File: config.mk
export PLATFORM = sky130hd
export DESIGN_NAME = mem_req_arbiter
export DESIGN_NICKNAME = d
export VERILOG_FILES = /design/src/rtl/mem_req_arbiter_pkg.sv /design/src/rtl/mem_arb_prio.sv /design/src/rtl/mem_req_arbiter.sv
export SDC_FILE = /design/constraint.sdc
export NUM_CORES = 1
export LEC_CHECK = 0
export ABC_AREA = 1
export CAP_MARGIN = 10
export CORE_AREA = 2 2 223 225
export DETAILED_ROUTE_END_ITERATION = 10
export DIE_AREA = 0 0 225 227
export PLACE_DENSITY = 0.53
export SKIP_LAST_GASP = 1
export SYNTH_ARGS = -nofsm -noshare
export SYNTH_HDL_FRONTEND = slang
export SYNTH_SLANG_ARGS = --single-unit
export TNS_END_PERCENT = 100
File: constraint.sdc
create_clock -name clk -period 1.6 [get_ports clk]
set_clock_uncertainty 0.2 [all_clocks]
set_input_delay 0.32 -clock clk [delete_from_list [all_inputs] [get_ports clk]]
set_output_delay 0.32 -clock clk [all_outputs]
set_load 0.02 [all_outputs]
File: src/rtl/mem_req_arbiter_pkg.sv
// mem_req_arbiter_pkg: shared state encodings, RAM op codes and grant indices for the memory request arbiter.
package mem_req_arbiter_pkg;
  typedef enum logic [1:0] {
    ARB_IDLE    = 2'd0,
    ARB_WAIT_IF = 2'd1,
    ARB_WAIT_LD = 2'd2,
    ARB_WAIT_ST = 2'd3
  } arb_state_e;
  localparam logic RAM_LOAD  = 1'b0;
  localparam logic RAM_STORE = 1'b1;
  localparam int GNT_IF = 0;
  localparam int GNT_LD = 1;
  localparam int GNT_ST = 2;
endpackage

File: src/rtl/mem_arb_prio.sv
// mem_arb_prio: one-hot priority select (store > load > fetch) with starvation override and rollback masking.
module mem_arb_prio
  import mem_req_arbiter_pkg::*;
(
  input  logic       en_i,
  input  logic       rollback_i,
  input  logic       starve_i,
  input  logic       if_v_i,
  input  logic       ld_v_i,
  input  logic       st_v_i,
  output logic [2:0] gnt_o
);
  logic if_ok, fch_win;
  assign if_ok   = if_v_i & ~rollback_i;
  // A starved fetch only overrides when it is actually grantable this cycle.
  assign fch_win = starve_i & if_ok;
  assign gnt_o[GNT_ST] = en_i & st_v_i & ~fch_win;
  assign gnt_o[GNT_LD] = en_i & ld_v_i & ~st_v_i & ~rollback_i & ~fch_win;
  assign gnt_o[GNT_IF] = en_i & if_ok & (fch_win | (~st_v_i & ~ld_v_i));
endmodule

File: src/rtl/mem_req_arbiter.sv
// mem_req_arbiter: single-outstanding arbiter sharing MemCtrl between fetch, load and store requesters.
module mem_req_arbiter
  import mem_req_arbiter_pkg::*;
#(
  parameter int ADDR_W       = 32,
  parameter int DATA_W       = 32,
  parameter int BLOCK_W      = 128,
  parameter int STARVE_LIMIT = 8
) (
  input  logic               clk,
  input  logic               rst,
  input  logic               rdy,
  input  logic               rollback,
  input  logic               if_req_valid,
  input  logic [ADDR_W-1:0]  if_req_pc,
  output logic               if_req_ready,
  output logic               if_resp_valid,
  output logic [BLOCK_W-1:0] if_resp_block,
  input  logic               ld_req_valid,
  input  logic [ADDR_W-1:0]  ld_req_addr,
  input  logic [2:0]         ld_req_size,
  output logic               ld_req_ready,
  output logic               ld_resp_valid,
  output logic [DATA_W-1:0]  ld_resp_data,
  input  logic               st_req_valid,
  input  logic [ADDR_W-1:0]  st_req_addr,
  input  logic [DATA_W-1:0]  st_req_data,
  input  logic [2:0]         st_req_size,
  output logic               st_req_ready,
  output logic               st_resp_valid,
  output logic               mc_fch_enable,
  output logic [ADDR_W-1:0]  mc_fch_pc,
  output logic               mc_fch_rollback,
  input  logic               mc_fch_finish,
  input  logic [BLOCK_W-1:0] mc_fch_block,
  output logic               mc_ls_enable,
  output logic               mc_ls_sign,
  output logic [ADDR_W-1:0]  mc_ls_addr,
  output logic [2:0]         mc_ls_size,
  output logic [DATA_W-1:0]  mc_ls_store_data,
  input  logic               mc_ls_finish,
  input  logic [DATA_W-1:0]  mc_ls_data
);
  arb_state_e         state_q;
  logic [3:0]         starve_q;
  logic               fch_en_q, ls_en_q, ls_sign_q;
  logic               if_resp_q, ld_resp_q, st_resp_q;
  logic [ADDR_W-1:0]  fch_pc_q, ls_addr_q;
  logic [2:0]         ls_size_q;
  logic [DATA_W-1:0]  ls_wdata_q, ld_data_q;
  logic [BLOCK_W-1:0] if_block_q;
  logic [2:0]         gnt;
  logic               gnt_ls;
  mem_arb_prio u_prio (
    .en_i      (state_q == ARB_IDLE && rdy),
    .rollback_i(rollback),
    .starve_i  (starve_q == 4'(STARVE_LIMIT)),
    .if_v_i    (if_req_valid),
    .ld_v_i    (ld_req_valid),
    .st_v_i    (st_req_valid),
    .gnt_o     (gnt)
  );
  assign gnt_ls           = gnt[GNT_LD] | gnt[GNT_ST];
  assign if_req_ready     = gnt[GNT_IF];
  assign ld_req_ready     = gnt[GNT_LD];
  assign st_req_ready     = gnt[GNT_ST];
  assign mc_fch_rollback  = rollback;
  assign mc_fch_enable    = fch_en_q;
  assign mc_fch_pc        = fch_pc_q;
  assign mc_ls_enable     = ls_en_q;
  assign mc_ls_sign       = ls_sign_q;
  assign mc_ls_addr       = ls_addr_q;
  assign mc_ls_size       = ls_size_q;
  assign mc_ls_store_data = ls_wdata_q;
  assign if_resp_valid    = if_resp_q;
  assign if_resp_block    = if_block_q;
  assign ld_resp_valid    = ld_resp_q;
  assign ld_resp_data     = ld_data_q;
  assign st_resp_valid    = st_resp_q;
  always_ff @(posedge clk or negedge rst) begin
    if (!rst) begin
      state_q    <= ARB_IDLE;
      starve_q   <= '0;
      fch_en_q   <= 1'b0;
      ls_en_q    <= 1'b0;
      ls_sign_q  <= RAM_LOAD;
      if_resp_q  <= 1'b0;
      ld_resp_q  <= 1'b0;
      st_resp_q  <= 1'b0;
      fch_pc_q   <= '0;
      ls_addr_q  <= '0;
      ls_size_q  <= '0;
      ls_wdata_q <= '0;
      ld_data_q  <= '0;
      if_block_q <= '0;
    end else if (rdy) begin
      fch_en_q  <= gnt[GNT_IF];
      ls_en_q   <= gnt_ls;
      if_resp_q <= 1'b0;
      ld_resp_q <= 1'b0;
      st_resp_q <= 1'b0;
      // Counts LS grants that passed over a waiting fetch; saturates at 15.
      starve_q  <= (!if_req_valid || gnt[GNT_IF]) ? 4'd0 :
                   (gnt_ls && starve_q != 4'hf) ? starve_q + 4'd1 : starve_q;
      case (state_q)
        ARB_IDLE: begin
          if (gnt[GNT_ST]) begin
            state_q    <= ARB_WAIT_ST;
            ls_sign_q  <= RAM_STORE;
            ls_addr_q  <= st_req_addr;
            ls_size_q  <= st_req_size;
            ls_wdata_q <= st_req_data;
          end else if (gnt[GNT_LD]) begin
            state_q   <= ARB_WAIT_LD;
            ls_sign_q <= RAM_LOAD;
            ls_addr_q <= ld_req_addr;
            ls_size_q <= ld_req_size;
          end else if (gnt[GNT_IF]) begin
            state_q  <= ARB_WAIT_IF;
            fch_pc_q <= if_req_pc;
          end
        end
        ARB_WAIT_IF: begin
          if (rollback) begin
            state_q <= ARB_IDLE;
          end else if (mc_fch_finish) begin
            state_q    <= ARB_IDLE;
            if_block_q <= mc_fch_block;
            if_resp_q  <= 1'b1;
          end
        end
        ARB_WAIT_LD: begin
          if (rollback) begin
            state_q <= ARB_IDLE;
          end else if (mc_ls_finish) begin
            state_q   <= ARB_IDLE;
            ld_data_q <= mc_ls_data;
            ld_resp_q <= 1'b1;
          end
        end
        ARB_WAIT_ST: begin
          if (mc_ls_finish) begin
            state_q   <= ARB_IDLE;
            st_resp_q <= 1'b1;
          end
        end
        default: state_q <= ARB_IDLE;
      endcase
    end
  end
endmodule

# After elaboration in Yosys (flattened, before gate mapping)
# Index checks and enable logic that the tools add are counted.
[totals]
ff_bits = 271
output_inout_bits = 269
word_cells = 78
[classes]
n_addsub = 1
eq_ne = 7
muxes = 23
bitwise_logic = 19
n_reduce_logical = 14
[op_table]
columns = ["op", "n"]
rows = [
  ["2-to-1 mux 32 bit", 2],
  ["2-to-1 mux 2 bit", 7],
  ["bitwise AND 1 bit", 11],
  ["2-to-1 mux 1 bit", 9],
  ["AND reduction 3 bit", 3],
  ["2-to-1 mux 4 bit", 2],
  ["!= test 4 bit (second input constant)", 2],
  ["case mux 2 bit (4 select lines)", 1],
  ["AND reduction 4 bit", 2],
  ["2-to-1 mux 3 bit", 2],
  ["inverter 1 bit", 6],
  ["AND reduction 5 bit", 1],
  ["adder 4 x 1 -> 4 bit (second input constant)", 1],
  ["equality test 2 bit (second input constant)", 2],
  ["equality test 4 bit (second input constant)", 1],
  ["nonzero test 2 bit", 2],
  ["!= test 3 bit (second input constant)", 1],
  ["equality test 2 x 1 -> 1 bit (second input constant)", 1],
  ["logical AND 1 bit", 2],
  ["zero test 2 bit", 1],
  ["bitwise OR 1 bit", 2],
  ["AND reduction 2 bit", 1],
  ["zero test 1 bit", 1],
  ["logical OR 1 bit", 1],
]

# Logic depth before layout (Yosys ltp)
# Gate-level depths: netlist (run 1).
[depth]
word_depth = 10
mapped_depth = 11

# Hierarchy
# From an unflattened synthesis (run 1), not the netlist that was laid out.
[unflattened]
cells_unflattened = 1321
area_unflattened_um2 = 11194.5
[modules_own_cells]
columns = ["mod", "instances", "cells_each", "area_per_inst_um2"]
rows = [
  ["mem_req_arbiter", 1, 1309, 11134.4],
  ["mem_arb_prio", 1, 12, 60.1],
]

# Least setup slack after synthesis (run 1)
# Ideal clock, no wire load.
[synth_path]
path_type = "flip-flop to output port"
startpoint = "register state_q[0]"
endpoint = "output st_req_ready"
arrival_time_ns = 1.230
t_required_ns = 1.080
slack_ns = -0.150
path_stages_with_launch = 9
path_buffers = 3
path_cell_list = "dfrtp_1 -> buf_6 -> nor2_4 -> nand2_4 -> nor2_8 -> nand2_4 -> buf_6 -> inv_4 -> buf_4"
[synth_via]
elab_chain_len = 4
[synth_rtl]
columns = ["item", "line", "text"]
rows = [
  ["start, declared", "mem_req_arbiter.sv:44", "arb_state_e state_q;"],
  ["start signal, assigned", "mem_req_arbiter.sv:82", "state_q <= ARB_IDLE;"],
  ["start signal, assigned", "mem_req_arbiter.sv:108", "state_q <= ARB_WAIT_ST;"],
  ["start signal, assigned", "mem_req_arbiter.sv:114", "state_q <= ARB_WAIT_LD;"],
  ["zero test 2 bit", "mem_req_arbiter.sv:55", ".en_i (state_q == ARB_IDLE && rdy),"],
  ["logical AND 1 bit", "mem_req_arbiter.sv:55", ""],
  ["bitwise AND 1 bit (2 in series)", "mem_arb_prio.sv:17", "assign gnt_o[GNT_ST] = en_i & st_v_i & ~fch_win;"],
  ["end, declared", "mem_req_arbiter.sv:29", "output logic st_req_ready,"],
]
# Every way passes these cells.

# Final worst setup path (run 1)
[layout_path]
startpoint = "register state_q[1]"
endpoint = "output st_req_ready"
# The elaborated chain is that of the path after synthesis.

==> flow_metrics.tcl, run 1 <==
set metrics [dict create \
    worstMarginPinSlew_ns 0.397 \
    yosysTopAreaCellShare_pct 62.3 \
    core_um2 48500 \
    worst_r2r_path_depth 10 \
    rrSetupSlack_ns -0.41 \
    power_density_nw_per_um2 1900 \
    timing.final.crit_share_pct 132 \
    grt_pass1_vias 9466 \
    place_area_um2 17600 \
    via_count 9282 \
    gp_congestion 0.819 \
    r2r-end "mc_ls_addr[1]$_DFFE_PN0P_" \
    num_rows 81 \
    cts_buffers 34 \
    drv_slew 0 \
    synth_cell_types 32 \
    violations "setup timing" \
    ir_worst_vdd_v 0.000992 \
    cts.path.max_buffers 3 \
    ys_ff_latch 271 \
    switching_share_pct 36.1 \
    critPathBufInv 2 \
    antenna_left 0 \
    grt.overflow.total 0 \
    slowest_stage "dfrtp_1" \
    die_h_um 227 \
    cpPeakStageDelay_ns 0.41 \
    remaining_drc_errors 0 \
    p_seq_share_pct 32.8 \
    layout.cells.most_common_list "clkdlybuf4s50_1 (301), nand2_1 (286), buf_6 (272)" \
    cpMostUsedCell "nand2_4" \
    cts-root-buf "clkbuf_16" \
    start_kind "flip-flop" \
    clkPwrFrac_pct 19.6 \
    grt_pass1_wl_mm 57.6 \
    finalWorstSetupSlack_ns -0.511 \
    syn_area_um2 10900 \
    synth.area.top_cells "dfrtp_1 (62%), mux2_2 (16%), nand2_1 (10%)" \
    setup_viol_count_final 282 \
    ys_warn_count 0 \
    hold_viol 0 \
    nets 1916 \
    antenna_found_initial 2 \
    syn_to_final_growth_pct 85.1 \
    max_slew_margin_pct 73.6 \
    firstDrtPassIters 4 \
    track_usage_pct 14.9 \
    drv_cap 0 \
    ioPinCount 572 \
    setup.worst_path.end_class "primary output" \
    die_w_um 225 \
    final_cell_area_um2 20100 \
    min_period_ns 2.11 \
    total_power_mw 38.2 \
    synth_cells 931 \
    syn_area_per_cell_um2 11.7 \
    wl_per_cell_um 18.7 \
    p_comb_share_pct 47.6 \
    holdCritPathClass "input pin to asynchronous set/reset pin" \
    p_int_mw 24.4 \
    r2r-start "state_q[1]$_DFFE_PN0P_" \
    status "complete, but fails checks" \
    yosysTopAreaCell "dfrtp_1" \
    routed_wirelength_mm 42.1 \
    clk_latency_ns 0.52 \
    cp.arrival_ns 1.59 \
    htreeDepth 2 \
    path_cells "nor2_4 > nand2_4 > nor2_8 > nand2_4 > inv_6 > buf_6" \
    yosysSeqAreaShare_pct 62.3 \
    multiInputGateArea_um2 3690 \
    dr.first_iter.drc_count 335 \
    regArea_um2 6780 \
    rsz0062_at_grt "yes" \
    cp.required_ns 1.08 \
    p_leak_nw 9.74 \
    port_buffers 571 \
    fmax_mhz 474 \
    n_fill_cell 4660 \
    timing.hold.ws_ns 0.0776 \
    avgViaCountPerCell 4.12 \
    crit_type "flip-flop to primary output" \
    cts.sink_count 271 \
    p_switching_mw 13.8 \
    hpwl_mm 29.7 \
    grt_max_degree 51 \
    clkTransAtPathRegs_ns 0.06 \
    initial_utilization_pct 22.4 \
    cp_top_family "simple AND/OR/NAND/NOR gates" \
    mostFrequentLayoutCell "clkdlybuf4s50_1" \
    tritoncts "built" \
    die-area_um2 51100 \
    syn_nets 1236 \
    critPathMaxFanout 3 \
    drive_gt1_share_pct 38.9 \
]
==> kinds of logic (layout without fill, tap and decap cells) <==
family	count (synthesis)	after routing	synth area share (%)
flip-flops	271	271	62.3
multiplexers	160	160	16.6
other	0	1	0
XOR/XNOR	2	2	0.161
AO/OA/AOI/OAI	75	75	3.63
adder cells (fa/ha/maj)	2	2	0.230
AND/OR/NAND/NOR	326	326	12.1
buffers and inverters	95	795	4.93
==> cell type report <==
| class | instances | area share [%] |
|---|---|---|
| clock buffer | 49 | 4.96 |
| timing repair buffer | 690 | 37.9 |
| multi-input combinational | 565 | 18.3 |
| tap | 622 | 3.86 |
| sequential | 271 | 33.7 |
| inverter | 49 | 0.938 |
| antenna | 1 | 0.0124 |
| clock inverter | 7 | 0.329 |
==> stage by stage <==
step | instances | setup slack [ns] | setup TNS [ns] | util [%]
after global placement | 2132 | -0.863 | -158.88 | 36.4
after floorplan | 931 | -0.116 | -0.267 | -
after detailed placement | 2132 | -0.847 | -164.49 | 36.4
after global routing | 2254 | -0.608 | -81.14 | 41.5
final | 2254 | -0.511 | -49.96 | 41.5
after CTS | 2217 | -0.574 | -61.60 | 39.8
==> worst max-delay path by stage <==
stage | startpoint | endpoint | slack, ns | cells after the start
floorplan | state_q[0]$_DFFE_PN0P_ | st_req_ready | -0.12 | 8
global placement | rollback | ld_req_ready | -0.86 | 8
detailed placement | rollback | st_req_ready | -0.85 | 8
CTS | state_q[0]$_DFFE_PN0P_ | if_req_ready | -0.57 | 6
global route | starve_q[0]$_DFFE_PN0P_ | starve_q[2]$_DFFE_PN0P_ | -0.61 | 11
finish | state_q[1]$_DFFE_PN0P_ | st_req_ready | -0.51 | 6
==> cell usage after synthesis <==
| cell type | instances |
|---|---|
| nand2_1 | 293 |
| dfrtp_1 | 271 |
| mux2_2 | 159 |
| o21ai_0 | 55 |
| inv_1 | 46 |
| buf_6 | 18 |
| buf_2 | 16 |
| o21ai_1 | 16 |
| nand3_1 | 11 |
| buf_4 | 5 |
| nor2_1 | 5 |
| clkbuf_1 | 4 |
| nand2_2 | 4 |
| clkbuf_2 | 3 |
| nand4_1 | 3 |
| nor2_2 | 3 |
| ha_1 | 2 |
| inv_2 | 2 |
| nand2_4 | 2 |
| a21boi_0 | 1 |
| a22o_1 | 1 |
| inv_4 | 1 |
| mux2_4 | 1 |
| nand3_2 | 1 |
| nand4_2 | 1 |
| nor2_4 | 1 |
| nor2_8 | 1 |
| o21a_1 | 1 |
| o21ai_4 | 1 |
| or2_2 | 1 |
| xnor2_1 | 1 |
| xor2_1 | 1 |
==> worst register-to-register path, delay by kind of cell, from the launching register on <==
kind / cells / cell delay, ns
flops: 1 / 0.41
compound gates: 2 / 0.24
simple gates: 4 / 0.47
buf+inv: 4 / 0.56
==> metal layers <==
layer / share of wire (%) / global-route usage, % / up-vias
met2: 50 / 26.1 / 337
met1: 39 / 17.1 / 4476
li1: - / - / 4383
met3: 7.2 / 4.08 / 84
met5: 0.024 / 0 / -
met4: 3.6 / 6.09 / 2
==> power groups by stage <==
stage	clock, mW	sequential, mW	combinational [mW]
2_1_floorplan	0	15.7	3.56
3_3_place_gp	0	11.9	16.6
3_5_place_dp	0	12.0	16.6
4_1_cts	7.76	12.5	17.8
5_1_grt	8.03	12.9	19.3
6_report	7.47	12.5	18.2
==> flip-flops by register name, summed over array words and instances, names as in the netlist <==
register,flops
if_resp_block,128
starve_q,4
mc_ls_sign,1
mc_ls_enable,1
mc_fch_pc,32
mc_ls_addr,32
mc_fch_enable,1
ld_resp_valid,1
mc_ls_store_data,32
ld_resp_data,32
if_resp_valid,1
state_q,2
st_resp_valid,1
mc_ls_size,3
==> timing repair <==
item	CTS	global route
gates cloned	0	21
pin swaps	6	11
endpoints found under the hold margin	271	0
hold buffers	1	0
endpoints found under the setup margin	536	519
buffers inserted	28	17
gates resized for setup	1653	91
No activity file was read; power rests on OpenSTA's default activity.
==> run 2, diff against run 1 <==
--- a/config.mk
+++ b/config.mk
@@ -10,7 +10,8 @@
 export CORE_AREA = 2 2 223 225
 export DETAILED_ROUTE_END_ITERATION = 10
 export DIE_AREA = 0 0 225 227
-export PLACE_DENSITY = 0.53
+export DONT_BUFFER_PORTS = 1
+export PLACE_DENSITY = 0.38
 export SKIP_LAST_GASP = 1
 export SYNTH_ARGS = -nofsm -noshare
 export SYNTH_HDL_FRONTEND = slang
==> run 2 against run 1 <==
Against the previous run: the run ends with hold timing, setup timing left; critical path depth did not move; count of clock-buffer cells in the layout rose by 2; flip-flop and latch count did not move; via count fell by 6.8%; design area fell by 6.6%; sequential share of layout area rose by 3.2 points; first-iteration DRC count fell by 4.8%; core utilization fell by 2.7 points; fmax fell by 1.5%.
==> flow_metrics.tcl, run 2 (synthesis results as in run 1) <==
set metrics [dict create \
    p_seq_share_pct 54.2 \
    num_rows 81 \
    remaining_drc_errors 0 \
    violations "hold timing, setup timing" \
    rsz0062_at_grt "yes" \
    setup_viol_count_final 273 \
    drive_gt1_share_pct 46.8 \
    grt_pass1_wl_mm 54.4 \
    syn_to_final_growth_pct 72.8 \
    switching_share_pct 39.6 \
    cts-root-buf "clkbuf_16" \
    layout.cells.most_common_list "dlygate4sd3_1 (299), nand2_1 (191), dfrtp_1 (141)" \
    ioPinCount 572 \
    nets 1657 \
    holdCritPathClass "input pin to asynchronous set/reset pin" \
    timing.hold.ws_ns -0.749 \
    track_usage_pct 13.9 \
    dr.first_iter.drc_count 319 \
    crit_type "flip-flop to primary output" \
    grt_max_degree 272 \
    hpwl_mm 24.0 \
    power_density_nw_per_um2 1710 \
    max_slew_margin_pct 33.6 \
    final_cell_area_um2 18800 \
    cts.sink_count 271 \
    core_um2 48500 \
    routed_wirelength_mm 41.5 \
    cp.arrival_ns 1.62 \
    fmax_mhz 467 \
    start_kind "flip-flop" \
    worstMarginPinSlew_ns 0.996 \
    dp_slack_ns -0.255 \
    min_period_ns 2.14 \
    htreeDepth 1 \
    initial_utilization_pct 22.4 \
    setup.worst_path.end_class "primary output" \
    place_area_um2 11900 \
    grt.overflow.total 0 \
    p_int_mw 19.4 \
    finalWorstSetupSlack_ns -0.543 \
    gp_congestion 0.779 \
    tritoncts "built" \
    die_h_um 227 \
    die-area_um2 51100 \
    avgViaCountPerCell 4.33 \
    status "complete, but fails checks" \
    mostFrequentLayoutCell "dlygate4sd3_1" \
    grt_pass1_vias 9044 \
    critPathMaxFanout 6 \
    antenna_found_initial 2 \
    die_w_um 225 \
    wl_per_cell_um 20.8 \
    antenna_left 0 \
    final_cells 1999 \
    cts.path.max_buffers 3 \
    largest_reg_flops 128 \
    timing.final.crit_share_pct 134 \
    drv_slew 0 \
    clkTransAtPathRegs_ns 0.06 \
    hold_viol 271 \
    p_leak_nw 8.77 \
    total_power_mw 32.2 \
    via_count 8650 \
    p_switching_mw 12.7 \
    dp_cells 1560 \
    clkPwrFrac_pct 22.5 \
    drv_cap 0 \
    n_fill_cell 4497 \
    clk_latency_ns 0.57 \
    firstDrtPassIters 5 \
    p_comb_share_pct 23.3 \
    cts_buffers 31 \
    cp.required_ns 1.08 \
    port_buffers 0 \
    ir_worst_vdd_v 0.000918 \
]
run 2: changes by cell type in the layout (fill, tap and decap cells not counted), sizes merged:
cell,change
clkdlybuf4s50,-301
dlygate4sd3,+298
bufbuf,+5
bufinv,+1
clkinv,-2
diode,+1
clkbuf,+5
clkinvlp,-1
buf,-261
run 2: critical path: stages, from the launching register on:
cell	delay (ns)
dfrtp_1	0.41
nor2_4	0.14
nand2_4	0.10
nor2_8	0.13
nand2_8	0.08
inv_8	0.05
buf_12	0.13
run 2: routing by layer:
metal	GRT usage, %	vias up	wire (µm)
met5	0	-	0
met3	4.47	87	3090
met2	24.9	387	21800
met1	15.4	4307	15300
li1	-	3869	-
met4	5.06	0	1380
run 2: layout make-up:
| class | instances | area [µm²] | share of cell area, % |
|---|---|---|---|
| clock buffer | 51 | 951 | 5.06 |
| antenna | 2 | 5.00 | 0.0266 |
| tap | 622 | 778 | 4.14 |
| inverter | 49 | 199 | 1.06 |
| multi-input combinational | 565 | 4530 | 24.1 |
| timing repair buffer | 434 | 5320 | 28.3 |
| clock inverter | 5 | 78.8 | 0.419 |
| sequential | 271 | 6940 | 36.9 |
run 2: final timing paths:
| path | from | endpoint | slack [ns] | cells after the start |
|---|---|---|---|---|
| worst max-delay path | state_q[1]$_DFFE_PN0P_ | st_req_ready | -0.54 | 6 |
| worst min-delay path | rst | mc_ls_addr[7]$_DFFE_PN0P_ | -0.75 | 0 |
| worst max register to register | state_q[1]$_DFFE_PN0P_ | mc_ls_addr[13]$_DFFE_PN0P_ | -0.50 | 12 |
| worst min register to register | mc_ls_store_data[12]$_DFFE_PN0P_ | mc_ls_store_data[12]$_DFFE_PN0P_ | 0.37 | 2 |
| max in group asynchronous | rst | mc_ls_store_data[14]$_DFFE_PN0P_ | 1.06 | 0 |
| min in group clk | mc_fch_finish | if_resp_block[30]$_DFFE_PN0P_ | 0.05 | 4 |
run 2: repair_timing:
item	CTS	global route
hold buffers	298	1
gates resized for setup	108	427
hold endpoints to repair	541	274
gates cloned	17	22
setup endpoints to repair	375	403
buffers inserted	29	18
pin swaps	10	72
run 2: power by group through the flow:
stage	Clock [mW]	Sequential [mW]	Combinational, mW
global placement	0	17.1	4.22
floorplan	0	15.7	3.56
global route	7.71	17.8	8.13
detailed placement	0	17.0	4.40
CTS	7.47	16.9	5.81
finish	7.22	17.4	7.49
run 2: through the flow:
stage / util [%] / setup TNS [ns]
6_report: 38.7 / -99.58
5_1_grt: 38.7 / -115.37
4_1_cts: 35.2 / -89.84
3_5_place_dp: 24.5 / -37.64
3_3_place_gp: 24.5 / -32.68
2_1_floorplan: - / -0.267
